===== config.mk =====
export PLATFORM = sky130hd
export DESIGN_NAME = uart_rx
export DESIGN_NICKNAME = d
export VERILOG_FILES = /design/src/rtl/uart_rx.sv
export SDC_FILE = /design/constraint.sdc
export NUM_CORES = 1
export LEC_CHECK = 0
export ABC_AREA = 1
export ABC_CLOCK_PERIOD_IN_PS = 3000
export CORE_MARGIN = 2
export CORE_UTILIZATION = 62
export CTS_BUF_LIST = sky130_fd_sc_hd__clkbuf_4 sky130_fd_sc_hd__clkbuf_8 sky130_fd_sc_hd__clkbuf_16
export DETAILED_ROUTE_END_ITERATION = 6
export GPL_ROUTABILITY_DRIVEN = 0
export PLACE_DENSITY = 0.82
export SYNTH_ARGS = -nofsm -noshare
export SYNTH_HDL_FRONTEND = slang
export SYNTH_SLANG_ARGS = --single-unit

===== constraint.sdc =====
create_clock -name i_clk -period 3 [get_ports i_clk]
set_input_delay 0.75 -clock i_clk [delete_from_list [all_inputs] [get_ports i_clk]]
set_output_delay 0.75 -clock i_clk [all_outputs]
set_load 0.005 [all_outputs]

===== src/rtl/uart_rx.sv =====
// UART receiver: idle-high line, one start bit, DATA_BITS LSB-first data, STOP_BITS stop bits, mid-bit sampling.
// Optional macro UART_RX_MAJORITY_EN: each bit is the 2-of-3 majority of the samples around its sample point.
module uart_rx #(
   parameter int DATA_BITS = 8,
   parameter int STOP_BITS = 1,
   parameter int TICK_NBR  = 100
) (
   input  logic                 i_clk,
   input  logic                 i_rst_n,
   input  logic                 i_data_rx,
   output logic [DATA_BITS-1:0] o_data_rx,
   output logic                 o_valid_rx,
   output logic                 o_frame_err,
   output logic                 o_busy_rx
);

   localparam int TICK_W = $clog2(TICK_NBR);
   localparam int BIT_W  = $clog2(DATA_BITS) + 1;
   localparam int STOP_W = 2;

   localparam logic [TICK_W-1:0] TICK_LAST = TICK_W'(TICK_NBR - 1);
   localparam logic [TICK_W-1:0] TICK_MID  = TICK_W'(TICK_NBR / 2 - 1);
   localparam logic [BIT_W-1:0]  BIT_LAST  = BIT_W'(DATA_BITS - 1);
   localparam logic [STOP_W-1:0] STOP_LAST = STOP_W'(STOP_BITS - 1);

   typedef enum logic [2:0] {
      IDLE,
      START,
      DATA,
      STOP,
      RECOVER
   } state_e;

   state_e               state_q,    state_d;
   logic                 sync1_q,    sync1_d;
   logic                 sync2_q,    sync2_d;
   logic [TICK_W-1:0]    tick_cnt_q, tick_cnt_d;
   logic [BIT_W-1:0]     bit_cnt_q,  bit_cnt_d;
   logic [STOP_W-1:0]    stop_cnt_q, stop_cnt_d;
   logic                 err_q,      err_d;
   logic [DATA_BITS-1:0] shift_q,    shift_d;
   logic [DATA_BITS-1:0] data_q,     data_d;
   logic                 valid_q,    valid_d;
   logic                 ferr_q,     ferr_d;
   logic                 busy_q,     busy_d;
   logic                 rx_s;
   logic                 bit_s;

   assign rx_s = sync2_q;

`ifdef UART_RX_MAJORITY_EN
   // Three-tap median of rx_s: the whole FSM runs one cycle late, centred on rx_h1_q.
   logic rx_h1_q, rx_h1_d;
   logic rx_h2_q, rx_h2_d;

   assign rx_h1_d = rx_s;
   assign rx_h2_d = rx_h1_q;
   assign bit_s   = (rx_s & rx_h1_q) | (rx_s & rx_h2_q) | (rx_h1_q & rx_h2_q);
`else
   assign bit_s = rx_s;
`endif

   always_comb begin
      // NOTE: every _d is given its hold value first, so no path through the case infers a latch.
      sync1_d    = i_data_rx;
      sync2_d    = sync1_q;
      state_d    = state_q;
      tick_cnt_d = tick_cnt_q;
      bit_cnt_d  = bit_cnt_q;
      stop_cnt_d = stop_cnt_q;
      err_d      = err_q;
      shift_d    = shift_q;
      data_d     = data_q;
      valid_d    = 1'b0;
      ferr_d     = 1'b0;

      case (state_q)
         IDLE: begin
            if (!bit_s) begin
               state_d    = START;
               tick_cnt_d = '0;
            end
         end

         START: begin
            if (tick_cnt_q == TICK_MID) begin
               tick_cnt_d = '0;
               if (!bit_s) begin
                  state_d   = DATA;
                  bit_cnt_d = '0;
               end else begin
                  state_d = IDLE;
               end
            end else begin
               tick_cnt_d = tick_cnt_q + 1'b1;
            end
         end

         DATA: begin
            if (tick_cnt_q == TICK_LAST) begin
               tick_cnt_d = '0;
               shift_d    = {bit_s, shift_q[DATA_BITS-1:1]};
               bit_cnt_d  = bit_cnt_q + 1'b1;
               if (bit_cnt_q == BIT_LAST) begin
                  state_d    = STOP;
                  stop_cnt_d = '0;
                  err_d      = 1'b0;
               end
            end else begin
               tick_cnt_d = tick_cnt_q + 1'b1;
            end
         end

         STOP: begin
            if (tick_cnt_q == TICK_LAST) begin
               tick_cnt_d = '0;
               err_d      = err_q | ~bit_s;
               stop_cnt_d = stop_cnt_q + 1'b1;
               // Leave at the mid-stop sample so a following start edge is not missed.
               if (stop_cnt_q == STOP_LAST) begin
                  if (err_d) begin
                     ferr_d  = 1'b1;
                     state_d = RECOVER;
                  end else begin
                     valid_d = 1'b1;
                     data_d  = shift_q;
                     state_d = IDLE;
                  end
               end
            end else begin
               tick_cnt_d = tick_cnt_q + 1'b1;
            end
         end

         RECOVER: begin
            if (bit_s) begin
               state_d = IDLE;
            end
         end

         default: state_d = IDLE;
      endcase

      busy_d = (state_d != IDLE);
   end

   // NOTE: sequential state uses non-blocking assignments so every flop sees pre-edge values.
   always_ff @(posedge i_clk or negedge i_rst_n) begin
      if (!i_rst_n) begin
         // NOTE: the datapath registers are reset too, so a discarded partial word never reaches o_data_rx.
         state_q    <= IDLE;
         sync1_q    <= 1'b1;
         sync2_q    <= 1'b1;
         tick_cnt_q <= '0;
         bit_cnt_q  <= '0;
         stop_cnt_q <= '0;
         err_q      <= 1'b0;
         shift_q    <= '0;
         data_q     <= '0;
         valid_q    <= 1'b0;
         ferr_q     <= 1'b0;
         busy_q     <= 1'b0;
`ifdef UART_RX_MAJORITY_EN
         rx_h1_q    <= 1'b1;
         rx_h2_q    <= 1'b1;
`endif
      end else begin
         state_q    <= state_d;
         sync1_q    <= sync1_d;
         sync2_q    <= sync2_d;
         tick_cnt_q <= tick_cnt_d;
         bit_cnt_q  <= bit_cnt_d;
         stop_cnt_q <= stop_cnt_d;
         err_q      <= err_d;
         shift_q    <= shift_d;
         data_q     <= data_d;
         valid_q    <= valid_d;
         ferr_q     <= ferr_d;
         busy_q     <= busy_d;
`ifdef UART_RX_MAJORITY_EN
         rx_h1_q    <= rx_h1_d;
         rx_h2_q    <= rx_h2_d;
`endif
      end
   end

   assign o_data_rx   = data_q;
   assign o_valid_rx  = valid_q;
   assign o_frame_err = ferr_q;
   assign o_busy_rx   = busy_q;

endmodule


# [After elaboration in Yosys (flattened, before gate mapping)]
# Index checks and enable logic that the tools add are counted.
[word_totals] register_bits=38 latchBits=0 in_bits=3 mem_count=0 wordCells=77 ram_bits=0 output_inout_bits=11 mem_bits_ro=0
[op_classes] n_mul=0 n_div=0 n_addsub=3 reduce_logical=12 shift=0 bitwise=3 n_eq_ne=13 magnitude_cmp=0 n_mux=34
[ops] op="3-bit two-way mux" n=8
[ops] op="7-bit two-way mux" n=3
[ops] op="7-bit case mux with 3 select lines" n=1
[ops] op="3-bit case mux with 5 select lines" n=1
[ops] op="4-bit two-way mux" n=3
[ops] op="2-bit != test, second input constant" n=6
[ops] op="4-bit AND reduction" n=3
[ops] op="1-bit two-way mux" n=11
[ops] op="2-bit two-way mux" n=4
[ops] op="4-bit case mux with 2 select lines" n=1
[ops] op="7-bit by 1-bit adder with 7-bit output, second input constant" n=1
[ops] op="7-bit by 6-bit equality test with 1-bit output, second input constant" n=1
[ops] op="7-bit equality test, second input constant" n=1
[ops] op="3-bit by 2-bit equality test with 1-bit output, second input constant" n=2
[ops] op="3-bit nonzero test" n=2
[ops] op="4-bit by 1-bit adder with 4-bit output, second input constant" n=1
[ops] op="4-bit by 3-bit equality test with 1-bit output, second input constant" n=1
[ops] op="2-bit case mux with 2 select lines" n=1
[ops] op="2-bit AND reduction" n=2
[ops] op="2-bit nonzero test" n=2
[ops] op="3-bit by 1-bit equality test with 1-bit output, second input constant" n=1
[ops] op="3-bit equality test, second input constant" n=1
[ops] op="3-bit zero test" n=1
[ops] op="2-bit by 1-bit adder with 2-bit output, second input constant" n=1
[ops] op="5 further kinds" n=6

# [Depth between registers and ports, before layout]
# Gate-level depths: netlist of the first run.
[logic_depth] ltp_word=7 mapped_depth=10 depth_no_buf=10

# [Worst setup path before layout of the first run]
# No wires, ideal clock.
[synth_path] kind="register to register" startpoint="register tick_cnt_q[0]" endpoint="register shift_q[1]" period_less_slack_ps=1384 stages_incl_launch_ff=8 t_arrival_ps=1257 path_slack_ps=1616 path_buffers=1 cell_sequence="dfrtp_1 > ha_1 > nand2_1 > nor2_2 > nand2_2 > nor2_8 > buf_8 > o21ai_0"
[synth_via] elab_chain_len=2
[synth_rtl] item="start: declaration" line_no="37" rtl="logic [TICK_W-1:0] tick_cnt_q, tick_cnt_d;"
[synth_rtl] item="start signal: assignment" line_no="171" rtl="tick_cnt_q <= tick_cnt_d;"
[synth_rtl] item="7-bit equality test" line_no="100" rtl="if (tick_cnt_q == TICK_LAST) begin"
[synth_rtl] item="2-bit AND reduction (no line)"
[synth_rtl] item="end signal: assignment" line_no="175" rtl="shift_q <= shift_d;"
[synth_rtl] item="end: declaration" line_no="41" rtl="logic [DATA_BITS-1:0] shift_q, shift_d;"
# No other way between the ends.
# A chain may end at the register's enable or synchronous reset.

# [Worst setup path after layout of the first run]
[layout_path] startpoint="register data_q[6], in the netlist o_data_rx[6]" endpoint="output port o_data_rx[6]"
[layout_lines] item="start: declaration" line_no="42" rtl="logic [DATA_BITS-1:0] data_q, data_d;"
[layout_lines] item="start signal: assignment" line_no="176" rtl="data_q <= data_d;"
[layout_lines] item="end: declaration" line_no="11" rtl="output logic [DATA_BITS-1:0] o_data_rx,"
# No word-level cell between the ends.

==> flow_summary.ini, run 1 <==
[timing]
relSlewSlack_pct = 46.3
setup_viol = 0
fin_crit_ns = 1.97
fin_ws_ns = 1.03
fmax_ghz = 0.507
worst_pin_slew_ns = 0.806
rsz0062_at_grt = false
slew_violations = 0
period_share_pct = 65.8
timing.hold.ws_ns = 0.362
fin_setup_tns_ns = 0
fin_skew_ns = 0.0101
hold_violations = 0

[critical_path]
slowest_stage = clkdlybuf4s50_1
crit_type = flop to output port
crit_path_max_fanout = 2
setup.worst_path.start = o_data_rx[6]
crit_path_start_kind = flop
crit_arrival_ns = 1.22
crit_path_max_incr_delay_ns = 0.51
crit_chain = clkdlybuf4s50_1
crit_path_end_kind = output port
critical_path.top_delay_family = buffers and inverters
worstReg2RegStart = tick_cnt_q[0]
cp.required_ns = 2.25
path_buf_inv = 1

[floorplan]
fp-row-count = 19
core-area_mm2 = 0.00281
fp.dieW_um = 59
start_util_pct = 66.9
die-area_mm2 = 0.00348
die_y_um = 59
io_pins = 14

[final_layout]
final_util_pct = 74.0
fin_cells = 265
drive_above_1_share_pct = 15.4
diodes = 0
final_area_mm2 = 0.00208
nNetsFinal = 240
syn2layout_area_growth_pct = 10.7

[routing]
via_per_inst = 5.46
ant_nets = 0
drc = 0
wire_per_inst_um = 12.8
drt-pass1-iter-count = 4
vias = 1448
drt-initial-drc-count = 42
routed_wl_um = 3380

[clocking]
clockBufferDepth = 2
clk_pin_slew_ns = 0.11
h-tree-depth = 2
post_cts_buffers = 0
clockRootBuffer = clkbuf_4
cts_made_buffers = 5
cts_tree = done
clkSinkCount = 38
clkLatencyLatePin_ns = 0.35
ctsHoldBuffers = 0
cts_resized = 0

[placed_design]
dp_slack_ns = 1.39
placed_cell_area_mm2 = 0.00201
placed_cells = 257
io_buffers = 13
place.detailed.hpwl_um = 2540

[global_route]
grt_max_degree = 39
grt_pass1_vias = 1441
grt_pass1_wl_um = 6030
gr-total-overflow = 0
antenna_found_initial = 0
grt_use_total_pct = 23.4

[logic_synthesis]
synth_ff_type = dfrtp_1
ys_seq_area_share_pct = 50.8
synthesis.nets = 222
synth-seq-cells = 38
syn-mean-instance-area_um2 = 8.72
synthCells = 215
synthArstFlopShare_pct = 100
syn_area_mm2 = 0.00188
synth.distinct_cells = 28
synth_edf_count = 0
yosys_warnings = 0

[power]
pwr-share-comb_pct = 1.7
switching_power_uw = 182
p_leak_nw = 1.02
power.density_mw_per_mm2 = 391
swShare_pct = 22.5
p_int_uw = 629
p_clk_share_pct = 34.8
irDropWorstVdd_uv = 358
p_total_uw = 812
seqPwrFrac_pct = 63.5

[flow_run]
drv_cap = 0

[worst_hold_path]
hp-class = flop to flop
hp-start = sync1_q

[run_status]
status = completed
logic make-up (layout without fill, tap and decap cells):
group	after synthesis	count (layout)	share of synthesized area (%)
adders and majority gates	4	4	2.67
xor gates and xnor gates	5	5	2.33
and+or+nand+nor	101	101	25.6
AOI/OAI and AO/OA	32	32	10.6
DFF	38	38	50.8
buffers and inverters	35	54	8.01
cell usage after synthesis (2+ instances only):
cell	instances	share of area, %
xor2_1	5	2.3
nor2_1	13	2.6
nor2_4	2	1.2
nand3_2	2	1.1
inv_2	5	1.0
dfrtp_1	36	48
o21ai_1	5	1.3
o21ai_0	12	3.2
o21ai_2	8	3.7
nand2_2	4	1.3
nand3_1	13	3.5
dfstp_2	2	2.8
a21oi_1	3	0.80
nor2_2	2	0.67
nand2_1	60	12
ha_1	4	2.7
inv_1	28	5.6
power by group through the flow:
| stage | Clock (mW) | Sequential, mW | Combinational (mW) |
|---|---|---|---|
| finish | 0.282 | 0.516 | 0.0139 |
| global route | 0.311 | 0.516 | 0.0164 |
| CTS | 0.291 | 0.516 | 0.0146 |
| detailed placement | 0 | 0.526 | 0.0146 |
| global placement | 0 | 0.525 | 0.0141 |
| floorplan | 0 | 0.525 | 0.00233 |
registers in the layout (all words and copies together), names as in the netlist:
register,count
o_data_rx,8
shift_q,8
tick_cnt_q,7
bit_cnt_q,4
state_q,3
stop_cnt_q,2
bit_s,1
err_q,1
o_busy_rx,1
o_frame_err,1
o_valid_rx,1
sync1_q,1
layout make-up:
cell class | count | area, um^2
sequential | 38 | 953
multi-input combinational | 142 | 772
fill | 203 | 728
timing repair buffer | 13 | 125
inverter | 33 | 124
clock buffer | 6 | 51.3
tap | 31 | 38.8
clock inverter | 2 | 12.5
per-layer routing:
layer	up-vias	wire length [um]	GRT usage (%)
li1	710	-	-
met1	688	1430	26.8
met2	35	1710	40.3
met3	15	138	7.21
met4	0	101	10.1
met5	-	0	0
layout by cell type, fill, tap and decap left out:
cell type	Yosys	layout
nand3_1	13	13
nor4_1	1	1
clkinvlp_4	0	1
buf_2	0	1
o21ai_1	5	5
o21ai_2	8	8
dfrtp_1	36	36
nor3_1	1	1
nand2_2	4	4
clkbuf_8	0	1
nand2_1	60	60
nor2_4	2	2
nand3b_1	1	1
nand4_4	1	1
inv_2	5	5
o21bai_1	1	1
inv_1	28	28
a21boi_0	1	1
ha_1	4	4
nor2_8	1	1
a21boi_1	1	1
xor2_1	5	5
clkinv_2	0	1
clkbuf_4	0	5
dfstp_2	2	2
nor2_2	2	2
clkdlybuf4s50_1	0	12
nand3_2	2	2
o22ai_1	1	1
nor2_1	13	13
a21oi_1	3	3
o21ai_0	12	12
final timing paths:
check	to	slack (ns)	cells past startpoint
max	o_data_rx[6]	1.03	1
min	bit_s	0.36	0
max reg2reg	bit_cnt_q[1]	1.38	8
min reg2reg	bit_s	0.36	0
max in group asynchronous	o_data_rx[4]	2.01	1
min in group asynchronous	o_frame_err	0.47	1
Power figures use the tool's default switching activity.
==> inputs of run 2 (changes only) <==
- ABC_CLOCK_PERIOD_IN_PS: 3000 -> 2050
- CORE_UTILIZATION: 62 -> 57
- PLACE_DENSITY: 0.82 -> 0.76
- clock period: 3 -> 2.05 ns (I/O delays scaled with it)
==> run 2 against run 1 <==
Flip-flop and latch count stayed put; setup slack worse by 0.72 ns; routed wire length is 5.1% lower; critical endpoint unchanged; die area is 8.2% higher; clock skew is 0.0011 ns lower; largest power group unchanged; design area is 0.90% higher; highest routed layer unchanged; critical path type unchanged.
==> flow_summary.ini, run 2 (synthesis results as in run 1) <==
[run_status]
status = completed

[routing]
vias = 1405
routed_wl_um = 3210
wl_met1_um = 1450
ant_nets = 0
via_per_inst = 5.04
wire_per_inst_um = 11.5
met2WireLength_um = 1640
drc = 0
drt-pass1-iter-count = 5
routed.top_layer = met4
drt-initial-drc-count = 53
dr_wl_met3_um = 112

[timing]
setup_viol = 0
fin_ws_ns = 0.304
hold_violations = 0
fin_skew_ns = 0.00900
fmax_ghz = 0.573
fin_setup_tns_ns = 0
slew_violations = 0
timing.hold.ws_ns = 0.199
fin_crit_ns = 1.75
worst_pin_slew_ns = 0.445
relSlewSlack_pct = 70.3
rsz0062_at_grt = false
period_share_pct = 85.2

[clocking]
ctsHoldBuffers = 0
cts_tree = done
clk_pin_slew_ns = 0.12
clockBufferDepth = 2
clockRootBuffer = clkbuf_4
cts_made_buffers = 5
clkLatencyLatePin_ns = 0.34
post_cts_buffers = 0
clkSinkCount = 38
h-tree-depth = 2
cts_resized = 0

[final_layout]
syn2layout_area_growth_pct = 11.7
multi_input_area_um2 = 772
nNetsFinal = 241
final_cell_mix = nand2_1 (60), dfrtp_1 (36), inv_1 (28)
regArea_um2 = 953
final_area_mm2 = 0.00210
final_util_pct = 67.5
drive_above_1_share_pct = 15.7
diodes = 0
fillers = 282
fin_cells = 279
final_common_cell = nand2_1

[floorplan]
start_util_pct = 60.4
fp-row-count = 20
fp.dieW_um = 61.4
core-area_mm2 = 0.00310
die-area_mm2 = 0.00377
die_y_um = 61.4
io_pins = 14

[critical_path]
cp.required_ns = 1.54
crit_type = flop to output port
crit_path_start_kind = flop
rr_worst_depth = 6
crit_chain = clkdlybuf4s50_1
reg2reg_slack_ns = 0.49
worstReg2RegStart = tick_cnt_q[0]
rr_endpoint = o_data_rx[5]
worst_setup_path_endpoint = o_data_rx[6]
path_buf_inv = 1
slowest_stage = clkdlybuf4s50_1
worst-path-stages = 1
crit_arrival_ns = 1.23
critical_path.top_delay_family = buffers and inverters
crit_path_max_fanout = 2
crit_path_max_incr_delay_ns = 0.51
crit_path_end_kind = output port
setup.worst_path.start = o_data_rx[6]

[power]
p_clk_share_pct = 32.8
seqPwrFrac_pct = 65.4
switching_power_uw = 265
pwr-share-comb_pct = 1.8
p_total_mw = 1.16
swShare_pct = 22.9
p_int_uw = 891
power.density_mw_per_mm2 = 551
p_leak_nw = 1.03
irDropWorstVdd_uv = 437

[global_route]
antenna_found_initial = 0
gr-total-overflow = 0
grt_pass1_vias = 1422
grt_max_degree = 39
grt_use_total_pct = 21.6
grt_pass1_wl_um = 5980

[worst_hold_path]
hp-class = input pin to asynchronous set/reset pin

[placed_design]
placed_cells = 271
dp_slack_ns = 0.488
place.detailed.hpwl_um = 2460
placed_cell_area_mm2 = 0.00204
io_buffers = 13

[flow_run]
drv_cap = 0
run 2: changes by cell type in the layout (fill, tap and decap cells not counted), sizes merged:
cell,before,now
clkbuf,6,5
clkinv,1,2
buf,1,2
run 2: cell type report:
class                           instances  area share, %
Clock buffer                            5           1.79
Clock inverter                          3           1.01
Inverter                               33           5.91
Multi-Input combinational cell        142           36.8
Sequential cell                        38           45.5
Tap cell                               44           2.63
Timing Repair Buffer                   14           6.33
run 2: worst min-delay path by stage:
stage                  from            to  slack, ns
finish              i_rst_n    shift_q[2]       0.20
detailed placement  sync1_q         bit_s       0.35
global placement    sync1_q         bit_s       0.35
global route        i_rst_n  o_data_rx[4]       0.21
CTS                 i_rst_n    state_q[1]       0.20
floorplan           i_rst_n  bit_cnt_q[0]       0.22
run 2: per-layer routing:
layer	global-route usage [%]	up-vias
met5	0	-
met4	7.60	0
met3	6.30	2
met2	36.0	27
met1	26.9	663
li1	-	713
run 2: power by group through the flow:
stage	registers [mW]	logic, mW	clock network, mW
3_3_place_gp	0.769	0.0224	0
5_1_grt	0.756	0.0259	0.432
6_report	0.755	0.0212	0.379
2_1_floorplan	0.769	0.00341	0
4_1_cts	0.755	0.0226	0.397
3_5_place_dp	0.769	0.0224	0
==> RTL edit (settings of run 2) <==
One comparison of `bit_cnt_q` changes from == to >=.
--- a/src/rtl/uart_rx.sv
+++ b/src/rtl/uart_rx.sv
@@ -101,7 +101,7 @@
                tick_cnt_d = '0;
                shift_d    = {bit_s, shift_q[DATA_BITS-1:1]};
                bit_cnt_d  = bit_cnt_q + 1'b1;
-               if (bit_cnt_q == BIT_LAST) begin
+               if (bit_cnt_q >= BIT_LAST) begin
                   state_d    = STOP;
                   stop_cnt_d = '0;
                   err_d      = 1'b0;
Check against the original RTL: same outputs for any inputs over 10 cycles, from zero or initial values and one cycle with i_rst_n low; that may be too few to reach the edited logic, so the function may still have changed.
==> RTL edit against run 2 <==
Power is 2.6% higher; sequential power hardly changed; clock skew hardly changed; critical endpoint is now o_data_rx[0]; largest cell class unchanged; area after synthesis is 0.47% higher; fmax is 0.45% higher; critical path depth stayed put; first-iteration DRC count is 21% higher; count of clock-buffer cells in the layout is 2 higher; routed wire length is 6.1% higher; sequential cell count stayed put; worst setup slack better by 7.9 ps; cell area is 0.84% higher.
==> RTL edit: results (changes against run 2) <==
[synthesis]
avgSynthCellArea_sq_um=8.68  ; was 8.72 sq um
async_flop_share=1.00  ; unchanged
ys.flop_type=dfrtp_1  ; unchanged
synthesis.nets=224  ; was 222
synthTopCellsByArea=dfrtp_1, nand2_1, inv_1  ; unchanged
synthTopCellsByCount=nand2_1, dfrtp_1, inv_1  ; unchanged
ys_types=24  ; was 28
synth_seq_area_share=0.506  ; was 0.508
ys_warn_count=0  ; unchanged

[setup_path]
reg2reg_depth=7  ; was 6
startpoint=o_data_rx[0]  ; was o_data_rx[6]
critPathCapture=o_data_rx[0]  ; was o_data_rx[6]
crit_family=buffers and inverters  ; unchanged
crit_fanout=2  ; unchanged
rrSetupSlack_ps=420  ; was 490 ps
slowest_stage=clkdlybuf4s50_1  ; unchanged
worst_r2r_endpoint=bit_cnt_q[0]  ; was o_data_rx[5]
slowest_delay_ps=510  ; about the same

[pwr]
pg_seq_mw=0.755  ; about the same
ir_drop_v=0.000517  ; was 0.000437 V
p_leak_nw=1.08  ; was 1.03 nW
pg_comb_mw=0.0210
p_int_mw=0.936  ; was 0.891 mW
p_clk_mw=0.410  ; was 0.379 mW

[global_route]
first_global_vias=1280  ; was 1422
grt_pass1_wl_mm=5.55  ; was 5.98 mm
grt_max_degree=39  ; unchanged
met2_usage=0.325  ; was 0.360
grtUsageTotal=0.207  ; was 0.216
use_met3=0.0798  ; was 0.0630
use_met1=0.260  ; was 0.269
antenna_found_initial=0  ; unchanged

[sta]
min_period_ps=1740  ; was 1750 ps
maxSlewHeadroom=0.686  ; was 0.703
hold_ws_ps=198  ; was 199 ps
fin_skew_ps=8.84  ; was 9.00 ps

[detailed_routing]
dr.first_iter.drc_count=64  ; was 53
post_drt_wl_per_cell_um=12.1  ; was 11.5 um
wl_met3_um=120  ; was 112 um
avgViaCountPerCell=5.10  ; was 5.04
wl_met2_mm=1.65  ; was 1.64 mm
wl_met1_mm=1.59  ; was 1.45 mm
drt_pass1_iterations=5  ; unchanged

[clock_tree]
cts_made_buffers=5  ; unchanged
clk-insertion-delay-late_ps=340  ; about the same
path_clk_slew_ps=100  ; was 120 ps

[layout]
final_nets=243  ; was 241
drive_above_1_share=0.181  ; was 0.157
diodes=0  ; unchanged
fin_cells=281  ; was 279
fillers=290  ; was 282

[place]
dp_hpwl_mm=2.63  ; was 2.46 mm
dp.cells=273  ; was 271
portBuffers=13  ; unchanged
place_area_sq_mm=0.00205  ; was 0.00204 sq mm
dp_slack_ps=446  ; was 488 ps

[outcome]
status=finished, final reports clean  ; unchanged

[min_path]
hp-class=in -> async  ; unchanged

-- RTL edit: changes by cell type in the layout (fill, tap and decap cells not counted), moves of 2 or more --
cell	run 2	this run
nand3_1	13	20
inv_2	5	3
inv_1	28	35
o21ai_1	5	0
nand2_1	60	53
nand2_2	4	6
nand3_2	2	0
xor2_1	5	2
nand4_1	0	2
o21ai_2	8	15
o21ai_0	12	10
-- RTL edit: area by class of cell --
cell class	count	area, sq um	area share
inverters	38	143	0.0675
flip-flops and latches	38	953	0.451
clock inverters	1	5.00	0.00237
multi-input cells	139	766	0.362
repair buffers	14	133	0.0628
well taps	44	55.1	0.0261
clock buffers	7	58.8	0.0278
-- RTL edit: cells by family (layout without fill, tap and decap cells) --
logic type                 after synthesis  in the layout  share of synthesized area
buffers and inverters                   40             60                     0.0877
AOI/OAI and AO/OA                       32             32                      0.120
DFF                                     38             38                      0.506
xor gates and xnor gates                 2              2                    0.00930
adders and majority gates                4              4                     0.0266
and+or+nand+nor                        101            101                      0.250
